[src/rtl/ordered_undithering_if.sv]
// Stream bundle for ordered_undithering: 16-bit dithered input words in,
// 32-bit reconstructed grey words out, valid/ready on both sides.
interface ordered_undithering_if;
    logic        s_valid;
    logic        s_ready;
    logic [15:0] s_data;
    logic        s_sof;
    logic        s_eol;
    logic        m_valid;
    logic        m_ready;
    logic [31:0] m_data;

    modport slave (
        input  s_valid, s_data, s_sof, s_eol, m_ready,
        output s_ready, m_valid, m_data
    );

    modport master (
        output s_valid, s_data, s_sof, s_eol, m_ready,
        input  s_ready, m_valid, m_data
    );
endinterface

[src/rtl/ordered_undithering.sv]
// Inverse of the 4-bit ordered-dither quantiser: per-lane threshold removal and clamp to 8 bits.
// Define UNDITHER_SATCOUNT_EN to add the saturating clamp counter output sat_count.
module ordered_undithering #(
    parameter string COLORMODE = "DES",
    parameter int    BIAS      = 10
) (
    input  logic        clk,
    input  logic        rst_n,
    input  logic        cfg_we,
    input  logic [6:0]  cfg_addr,
    input  logic [3:0]  cfg_wdata,
`ifdef UNDITHER_SATCOUNT_EN
    output logic [15:0] sat_count,
`endif
    ordered_undithering_if.slave bus
);

    localparam bit          IS_MONO = (COLORMODE == "MONO");
    localparam int unsigned XPER    = IS_MONO ? 1 : 3;
    localparam int unsigned YPER    = IS_MONO ? 4 : 6;
    localparam int unsigned DEPTH   = XPER * YPER * 4;
    localparam int unsigned IDXW    = $clog2(DEPTH);

    localparam logic [1:0]        XPER_L = 2'(XPER);
    localparam logic [2:0]        YPER_L = 3'(YPER);
    localparam logic signed [9:0] OFFSET = 10'(8 - BIAS);

    function automatic logic [IDXW-1:0] tbl_index(input logic [2:0] y,
                                                  input logic [1:0] x,
                                                  input logic [1:0] lane);
        return IDXW'((32'(y) * XPER + 32'(x)) * 4 + 32'(lane));
    endfunction

    logic [3:0] tbl [DEPTH];
    logic [1:0] x_cnt;
    logic [2:0] y_cnt;

    logic       accept;
    logic [1:0] x_use;
    logic [2:0] y_use;
    logic [1:0] x_next;
    logic [2:0] y_next;

    assign bus.s_ready = !bus.m_valid || bus.m_ready;
    assign accept      = bus.s_valid && bus.s_ready;

    // A start-of-frame beat is pinned to the pattern origin regardless of the counters.
    assign x_use  = bus.s_sof ? '0 : x_cnt;
    assign y_use  = bus.s_sof ? '0 : y_cnt;
    assign x_next = (x_use == XPER_L - 2'd1) ? '0 : x_use + 2'd1;
    assign y_next = (y_use == YPER_L - 3'd1) ? '0 : y_use + 3'd1;

    logic [2:0] cfg_y;
    logic [1:0] cfg_x;
    logic [1:0] cfg_lane;
    logic       cfg_ok;

    assign cfg_y    = cfg_addr[6:4];
    assign cfg_x    = cfg_addr[3:2];
    assign cfg_lane = cfg_addr[1:0];
    assign cfg_ok   = cfg_we && (cfg_y < YPER_L) && (cfg_x < XPER_L);

    logic [31:0]       pix_word;
    logic [2:0]        clamp_cnt;
    logic [3:0]        nib;
    logic [3:0]        ent;
    logic signed [9:0] diff;
    logic signed [9:0] p;
    logic [7:0]        lane_val;

    always_comb begin
        pix_word  = '0;
        clamp_cnt = '0;
        nib       = '0;
        ent       = '0;
        diff      = '0;
        p         = '0;
        lane_val  = '0;
        for (int unsigned i = 0; i < 4; i++) begin
            nib  = bus.s_data[15 - 4*i -: 4];
            ent  = tbl[tbl_index(y_use, x_use, 2'(i))];
            diff = {6'b0, nib} - {{6{ent[3]}}, ent};
            p    = (diff <<< 4) + OFFSET;
            // Sign bit marks underflow; bit 8 on a non-negative value marks >255.
            if (p[9]) begin
                lane_val  = '0;
                clamp_cnt = clamp_cnt + 3'd1;
            end else if (p[8]) begin
                lane_val  = '1;
                clamp_cnt = clamp_cnt + 3'd1;
            end else begin
                lane_val  = p[7:0];
            end
            pix_word[31 - 8*i -: 8] = lane_val;
        end
    end

    always_ff @(posedge clk or negedge rst_n) begin
        if (!rst_n) begin
            bus.m_valid <= 1'b0;
            bus.m_data  <= '0;
            x_cnt       <= '0;
            y_cnt       <= '0;
        end else begin
            if (accept) begin
                bus.m_valid <= 1'b1;
                bus.m_data  <= pix_word;
                x_cnt       <= bus.s_eol ? '0 : x_next;
                y_cnt       <= bus.s_eol ? y_next : y_use;
            end else if (bus.m_ready) begin
                bus.m_valid <= 1'b0;
            end
        end
    end

    // The datapath above reads the pre-edge table, so a same-cycle write only affects later beats.
    always_ff @(posedge clk or negedge rst_n) begin
        if (!rst_n) begin
            for (int unsigned i = 0; i < DEPTH; i++) begin
                tbl[i] <= '0;
            end
        end else if (cfg_ok) begin
            tbl[tbl_index(cfg_y, cfg_x, cfg_lane)] <= cfg_wdata;
        end
    end

`ifdef UNDITHER_SATCOUNT_EN
    logic [15:0] sat_base;
    logic [16:0] sat_sum;

    assign sat_base = bus.s_sof ? '0 : sat_count;
    assign sat_sum  = {1'b0, sat_base} + 17'(clamp_cnt);

    always_ff @(posedge clk or negedge rst_n) begin
        if (!rst_n) begin
            sat_count <= '0;
        end else if (accept) begin
            sat_count <= sat_sum[16] ? '1 : sat_sum[15:0];
        end
    end
`else
    logic unused_clamp;
    assign unused_clamp = ^clamp_cnt;
`endif

endmodule

[src/flat_wrapper.sv]
// flat-port wrapper written by rule: the top's interface ports become plain ports
module ordered_undithering_flat 
#(
    parameter string COLORMODE = "   ",
    parameter int    BIAS      = 10
)
  (clk, rst_n, cfg_we, cfg_addr, cfg_wdata, bus_s_valid, bus_s_data, bus_s_sof, bus_s_eol, bus_m_ready, bus_s_ready, bus_m_valid, bus_m_data);
  ordered_undithering_if bus_i ();
  input  logic clk;
  input  logic rst_n;
  input  logic cfg_we;
  input  logic [6:0] cfg_addr;
  input  logic [3:0] cfg_wdata;
  input wire logic [$bits(bus_i.s_valid)-1:0] bus_s_valid;
  input wire logic [$bits(bus_i.s_data)-1:0] bus_s_data;
  input wire logic [$bits(bus_i.s_sof)-1:0] bus_s_sof;
  input wire logic [$bits(bus_i.s_eol)-1:0] bus_s_eol;
  input wire logic [$bits(bus_i.m_ready)-1:0] bus_m_ready;
  output wire logic [$bits(bus_i.s_ready)-1:0] bus_s_ready;
  output wire logic [$bits(bus_i.m_valid)-1:0] bus_m_valid;
  output wire logic [$bits(bus_i.m_data)-1:0] bus_m_data;
  assign bus_i.s_valid = bus_s_valid;
  assign bus_i.s_data = bus_s_data;
  assign bus_i.s_sof = bus_s_sof;
  assign bus_i.s_eol = bus_s_eol;
  assign bus_i.m_ready = bus_m_ready;
  assign bus_s_ready = bus_i.s_ready;
  assign bus_m_valid = bus_i.m_valid;
  assign bus_m_data = bus_i.m_data;
  ordered_undithering #(.COLORMODE(COLORMODE), .BIAS(BIAS)) u_core (.clk(clk), .rst_n(rst_n), .cfg_we(cfg_we), .cfg_addr(cfg_addr), .cfg_wdata(cfg_wdata), .bus(bus_i));
endmodule
[config.mk]
export PLATFORM = sky130hd
export DESIGN_NAME = ordered_undithering_flat
export DESIGN_NICKNAME = d
export VERILOG_FILES = /design/src/rtl/ordered_undithering_if.sv /design/src/rtl/ordered_undithering.sv /design/src/flat_wrapper.sv
export SDC_FILE = /design/constraint.sdc
export NUM_CORES = 1
export LEC_CHECK = 0
export ABC_AREA = 1
export ABC_CLOCK_PERIOD_IN_PS = 13450
export CAP_MARGIN = 25
export CORE_MARGIN = 3
export CORE_UTILIZATION = 50
export CTS_BUF_LIST = sky130_fd_sc_hd__clkbuf_8
export DETAILED_ROUTE_END_ITERATION = 8
export GPL_ROUTABILITY_DRIVEN = 0
export PLACE_DENSITY_LB_ADDON = 0.12
export SYNTH_ARGS = -nofsm -noshare
export SYNTH_HDL_FRONTEND = slang
export SYNTH_SLANG_ARGS = --single-unit
[constraint.sdc]
create_clock -name clk -period 13.45 [get_ports clk]
set_input_delay 3.3625 -clock clk [delete_from_list [all_inputs] [get_ports clk]]
set_output_delay 3.3625 -clock clk [all_outputs]
set_load 0.005 [all_outputs]
==> metrics, run 1 <==
outcome completed; routed wire length per instance 17.8 um; Post-Synthesis Cells 1974; syn avg cell area about 8 um^2; CP dominant cell by count nand2_1; HPWL after detailed placement 27.1 mm; initial DRC count 1278; cell taking the most area after synthesis dfrtp_1; area of the multi-input gates 7130 um^2; unrepaired setup endpoints after global routing false; top post-synthesis cells by area dfrtp_1, nand2_1, o21ai_0; Skew-Pair Late Insertion Delay 0.61 ns; synthesized cell area between 15000 and 20000 um^2; post-CTS sizing 0; worst r2r path cells 29; Seq. cell area 7960 um^2; largest net degree at the start of global routing 93; Seq/Total Area, Yosys 50.0%; crit path to u_core.bus.m_data[6]$_DFFE_PN0P_; first-pass GRT wire length 71.3 mm; Inserted Clock Buffers 55; io pins 68; Fin Setup TNS 0 ns; Core Box Area 31000 um^2; DP Worst Slack approximately 3.1 ns; Req. time, crit path about 14 ns; DR DRC count 0; Unique masters post-synth 45; leakage power 8.23 nW; root buffer cell clkbuf_8; Avg Vias per Cell ~5.6; Die Area 34000 um^2; Max FO, Critical Path 14; CP max stage delay 0.95 ns; Worst EP arrival 9.99 ns; Final min period between 9 and 10 ns; setup bufs post-CTS 0; Final period util 70.7%; # hold bufs at CTS 0; Initial Utilization between 50% and 60%; r2r startpoint u_core.y_cnt[1]$_DFFE_PN0P_; Routed WL ~44 mm; TritonRoute pass-1 iters 6; Post-Syn Nets 2049; Power, Total 3.22 mW; share of cells above drive strength 1 6.55%; Worst-path clk slew 0.05 ns; H-tree levels 2; Main synth FF type dfrtp_1; top-area cell type share of the netlist area 50.0%; Pwr Density 180 nW/um^2; worst hold path type reg -> reg; number of flops mapped to enable cells by yosys 0; clock sinks 318; die height ~180 um; Vias 13800; Worst Setup SP bus_s_sof; final net count 2101; chip width 184 um; crit end category register; setup violators final 0; area delta synth->final 12.3%; initial antenna violation count 0; CTS tree built; met2 GRT Util 42.1%; Setup Crit Path Kind in -> reg; setup slack, reg-to-reg 6.84 ns; row count 64; M3 GR Usage 4.30%; GRT met1 Usage 36.5%; Yosys reg bits 318; Synth top cells by count nand2_1, dfrtp_1, o21ai_0; min setup slack post-route a little under 4 ns; Post-DRT Antenna Nets 0; Hold Fails Final Rpt 0; fmax 105 MHz; ANT cells 0; Hold WS between 0.4 and 0.5 ns; end of the worst register-to-register path u_core.bus.m_data[6]$_DFFE_PN0P_; final slew viol count 0; CTS max path bufs 3; most common cell in the netlist nand2_1; number of warnings issued by yosys 0; fillers 2910; max cap viols 0; vias in the first global route 13500; busiest grt layer met2; peak supply drop 122 uV; Remaining Overflow, GRT 0; Clock Skew 0.0243 ns; ys async rst share 100%; worst rel slew slack between 20 and 30%; CP max-delay cell fa_1; port buffer count 67; crit path launch type input port; total track usage 26.2%; Tightest Pin Transition around 1.1 ns
## worst min-delay path by stage
stage               cells after the start  slack, ns                                 to                               from
floorplan                               2       0.45         u_core.tbl[11]$_DFFE_PN0P_         u_core.tbl[11]$_DFFE_PN0P_
global placement                        2       0.46         u_core.tbl[13]$_DFFE_PN0P_         u_core.tbl[13]$_DFFE_PN0P_
detailed placement                      2       0.46  u_core.bus.m_data[30]$_DFFE_PN0P_  u_core.bus.m_data[30]$_DFFE_PN0P_
CTS                                     2       0.48   u_core.bus.m_data[6]$_DFFE_PN0P_   u_core.bus.m_data[6]$_DFFE_PN0P_
global route                            2       0.50         u_core.tbl[26]$_DFFE_PN0P_         u_core.tbl[26]$_DFFE_PN0P_
finish                                  2       0.48  u_core.bus.m_data[28]$_DFFE_PN0P_  u_core.bus.m_data[28]$_DFFE_PN0P_
## power breakdown
part	internal [mW]	total, mW	switching (mW)
Sequential	1.12	1.21	0.0898
Combinational	0.456	1.18	0.724
Clock	0.441	0.836	0.395
Total	2.02	3.22	1.21
## layer usage
metal,part of all wire [%],vias to the layer above
met4,2.6,0
met5,0,-
met1,45,6638
li1,-,6669
met3,5.8,92
met2,47,424
## area by class of cell
cell class              instances  area share, %
multi-input cells            1461           39.9
clock inverters                25          0.665
inverters                     103           2.17
flip-flops and latches        318           44.5
clock buffers                  66           5.08
well taps                     396           2.77
repair buffers                 87           4.94
## worst max-delay path: cells and delay by family
family | cells | cell delay, ns
AO/OA/AOI/OAI | 3 | 0.47
XOR/XNOR | 1 | 0.35
adder cells (fa/ha/maj) | 4 | 1.79
buffers and inverters | 6 | 1.35
AND/OR/NAND/NOR | 15 | 2.64
## cell usage in the layout, fill, tap and decap left out, types with 6 or more instances in the layout
cell	n
clkinv_2	7
dfrtp_1	318
ha_1	33
mux2i_1	6
o21ai_1	19
a21oi_1	46
inv_2	8
nand3_1	177
clkdlybuf4s50_1	66
buf_4	16
inv_1	109
a32o_1	18
nand2_1	727
nor2_1	35
o211ai_1	8
o21ai_0	285
xor2_1	9
clkbuf_8	66
nor3_2	6
fa_1	7
xnor2_1	9
nand4_1	27
## state kept, by name (all words and copies together) (netlist names)
name                count
u_core.bus.m_data      24
u_core.x_cnt            2
u_core.tbl            288
u_core.y_cnt            3
u_core.bus.m_valid      1
## logic make-up (layout without fill, tap and decap cells)
group,after synthesis,in the layout,synth area share (%)
AOI/OAI and AO/OA,399,399,13.7
xor gates and xnor gates,18,18,0.990
adders and majority gates,41,41,3.55
buffers and inverters,195,281,5.28
DFF,318,318,50.0
muxes,6,6,0.377
and+or+nand+nor,997,997,26.1
## stage by stage
step,instance area [um^2],cells,util (%)
global placement,16800,2359,54.1
floorplan,15900,1974,-
CTS,17800,2450,57.4
finish,17900,2456,57.7
detailed placement,16800,2359,54.1
global route,17900,2456,57.7
(Power assumes the default switching activity.)
==> inputs of run 2 (changes only) <==
Settings changed: ABC_CLOCK_PERIOD_IN_PS 13450 to 8200.
Clock period 13.45 ns to 8.2 ns, I/O delays scaled along.
==> run 2 against run 1 <==
Against the previous run:
- combinational power rose by 64%
- critical endpoint is now u_core.bus.m_data[24]$_DFFE_PN0P_
- die area did not move
- cell area rose by 0.70%
- critical path depth rose by 2
- critical path type unchanged
==> metrics, run 2 (synthesis gave the netlist of run 1 again) <==
outcome completed; Avg Vias per Cell 5.56 (-1.1%); Largest register FFs 288 (unchanged); worst rel slew slack 27.3% (-0.71 points); setup violators final 0 (unchanged); initial antenna violation count 0 (unchanged); Setup Crit Path Kind in -> reg; CP max stage delay 0.50 ns (-0.45 ns); max cap viols 0 (unchanged); busiest grt layer met2; CTS max path bufs 3 (unchanged); post-CTS sizing 0 (unchanged); die height 184 um (unchanged); crit end category register; GRT met1 Usage 37.2% (+0.69 points); routed wire length per instance 17.7 um (-0.50%); chip width 184 um (unchanged); r2r startpoint u_core.y_cnt[1]$_DFFE_PN0P_; worst hold path type reg -> reg; Remaining Overflow, GRT 0 (unchanged); Regs by FF count u_core.tbl: 288 flops, u_core.bus.m_data: 24 flops, u_core.y_cnt: 3 flops; area delta synth->final 13.1%; Hold EP u_core.bus.m_data[6]$_DFFE_PN0P_; Max FO, Critical Path 11 (-3); row count 64 (unchanged); setup slack, reg-to-reg 2.99 ns (-3.85 ns); Worst-path clk slew 0.06 ns (about the same); clock sinks 318 (unchanged); commonest non-fill, non-tap cell in the layout nand2_1; commonest non-fill, non-tap cells in the layout nand2_1, dfrtp_1, o21ai_0; peak supply drop 178 uV (+47%); Worst EP arrival 7.29 ns (-2.70 ns); Vias 13700 (-0.57%); H-tree levels 2 (unchanged); Req. time, crit path 8.69 ns (-5.24 ns); leakage power 8.30 nW (+0.93%); M3 GR Usage 3.69% (-0.61 points); Tightest Pin Transition 1.09 ns (+0.0106 ns); Hold Fails Final Rpt 0 (unchanged); Inserted Clock Buffers 55 (unchanged); share of cells above drive strength 1 6.80% (+0.25 points); Final min period 6.81 ns; Final period util 83.0%; Hold Crit Depth 2 (unchanged); root buffer cell clkbuf_8; ANT cells 0 (unchanged); Routed WL 43.8 mm (about the same); fmax ~150 MHz; total track usage 26.0% (-0.12 points); crit path launch type input port; Fin Setup TNS 0 ns (unchanged); met2 GRT Util 40.9% (-1.2 points); HPWL after detailed placement 27.0 mm (-0.41%); final slew viol count 0 (unchanged); # hold bufs at CTS 0 (unchanged); CP max-delay cell fa_1; initial DRC count 1261 (-1.3%); DR DRC count 0 (unchanged); Post-DRT Antenna Nets 0 (unchanged); setup bufs post-CTS 0 (unchanged); vias in the first global route 13400 (-0.90%); Clock Skew 0.0151 ns (-0.00928 ns); Skew-Pair Late Insertion Delay 0.60 ns (about the same); TritonRoute pass-1 iters 6 (unchanged); io pins 68 (unchanged); unrepaired setup endpoints after global routing false; largest net degree at the start of global routing 170 (+83%); Die Area 34000 um^2 (unchanged); HP Start u_core.bus.m_data[6]$_DFFE_PN0P_; first-pass GRT wire length 71.2 mm (-0.17%); Reg with most FFs u_core.tbl; worst r2r path cells 31 (+6.9%); Core Box Area 31000 um^2 (unchanged); port buffer count 67 (unchanged); Post-Route Utilization 58.1% (+0.40 points); CTS tree built; Initial Utilization 51.4% (unchanged); Pwr Density 297 nW/um^2 (+65%); final net count 2109 (+0.38%); end of the worst register-to-register path u_core.bus.m_data[24]$_DFFE_PN0P_
-- run 2: cell types whose count changed in the layout (fill, tap and decap cells not counted), moves of 3 or more --
cell        previous run  this run
clkbuf_8              66        69
inv_1                109       117
clkinv_2               7         1
clkinvlp_4             0         3
buf_4                 16        21
-- run 2: power breakdown --
part	switching, mW	internal [mW]
combinational	1.18	0.755
sequential	0.148	1.83
clock	0.648	0.780
-- run 2: worst max path at each step --
stage	from	end	slack [ns]	cells after the start
CTS	bus_s_sof	u_core.bus.m_data[24]$_DFFE_PN0P_	1.43	31
finish	bus_s_sof	u_core.bus.m_data[24]$_DFFE_PN0P_	1.39	31
global route	bus_s_sof	u_core.bus.m_data[29]$_DFFE_PN0P_	0.82	31
global placement	bus_s_sof	u_core.bus.m_data[7]$_DFFE_PN0P_	0.92	25
detailed placement	bus_s_sof	u_core.bus.m_data[24]$_DFFE_PN0P_	0.80	31
floorplan	bus_s_sof	u_core.bus.m_data[20]$_DFFE_PN0P_	2.13	25
-- run 2: cell type report --
cell class / instances / area, um^2
clock buffer: 69 / 950
clock inverter: 28 / 143
fill: 2894 / 13000
inverter: 103 / 388
multi-input combinational: 1461 / 7130
sequential: 318 / 7960
tap: 396 / 495
timing repair buffer: 95 / 943
-- run 2: layer usage --
layer,vias to the layer above,part of all wire (%)
met2,374,45
met1,6596,46
li1,6682,-
met3,92,5.5
met4,0,3.3
met5,-,0
-- run 2: stage by stage --
step	instance area (um^2)	setup slack [ns]	power (mW)	hold slack, ns	std cells
4_1_cts	17900	1.43	5.38	0.481	2466
5_1_grt	18000	0.816	5.74	0.490	2470
2_1_floorplan	15900	2.13	3.35	0.445	1974
6_report	18000	1.39	5.35	0.475	2470
3_3_place_gp	16800	0.924	3.89	0.460	2367
3_5_place_dp	16900	0.804	3.93	0.467	2369
-- run 2: worst max-delay path, delay by kind of cell --
kind            cells  cell delay (ns)
compound gates      3             0.50
simple gates       14             1.53
buf+inv             9             1.57
fa+ha+maj           4             1.30
xor+xnor            1             0.34
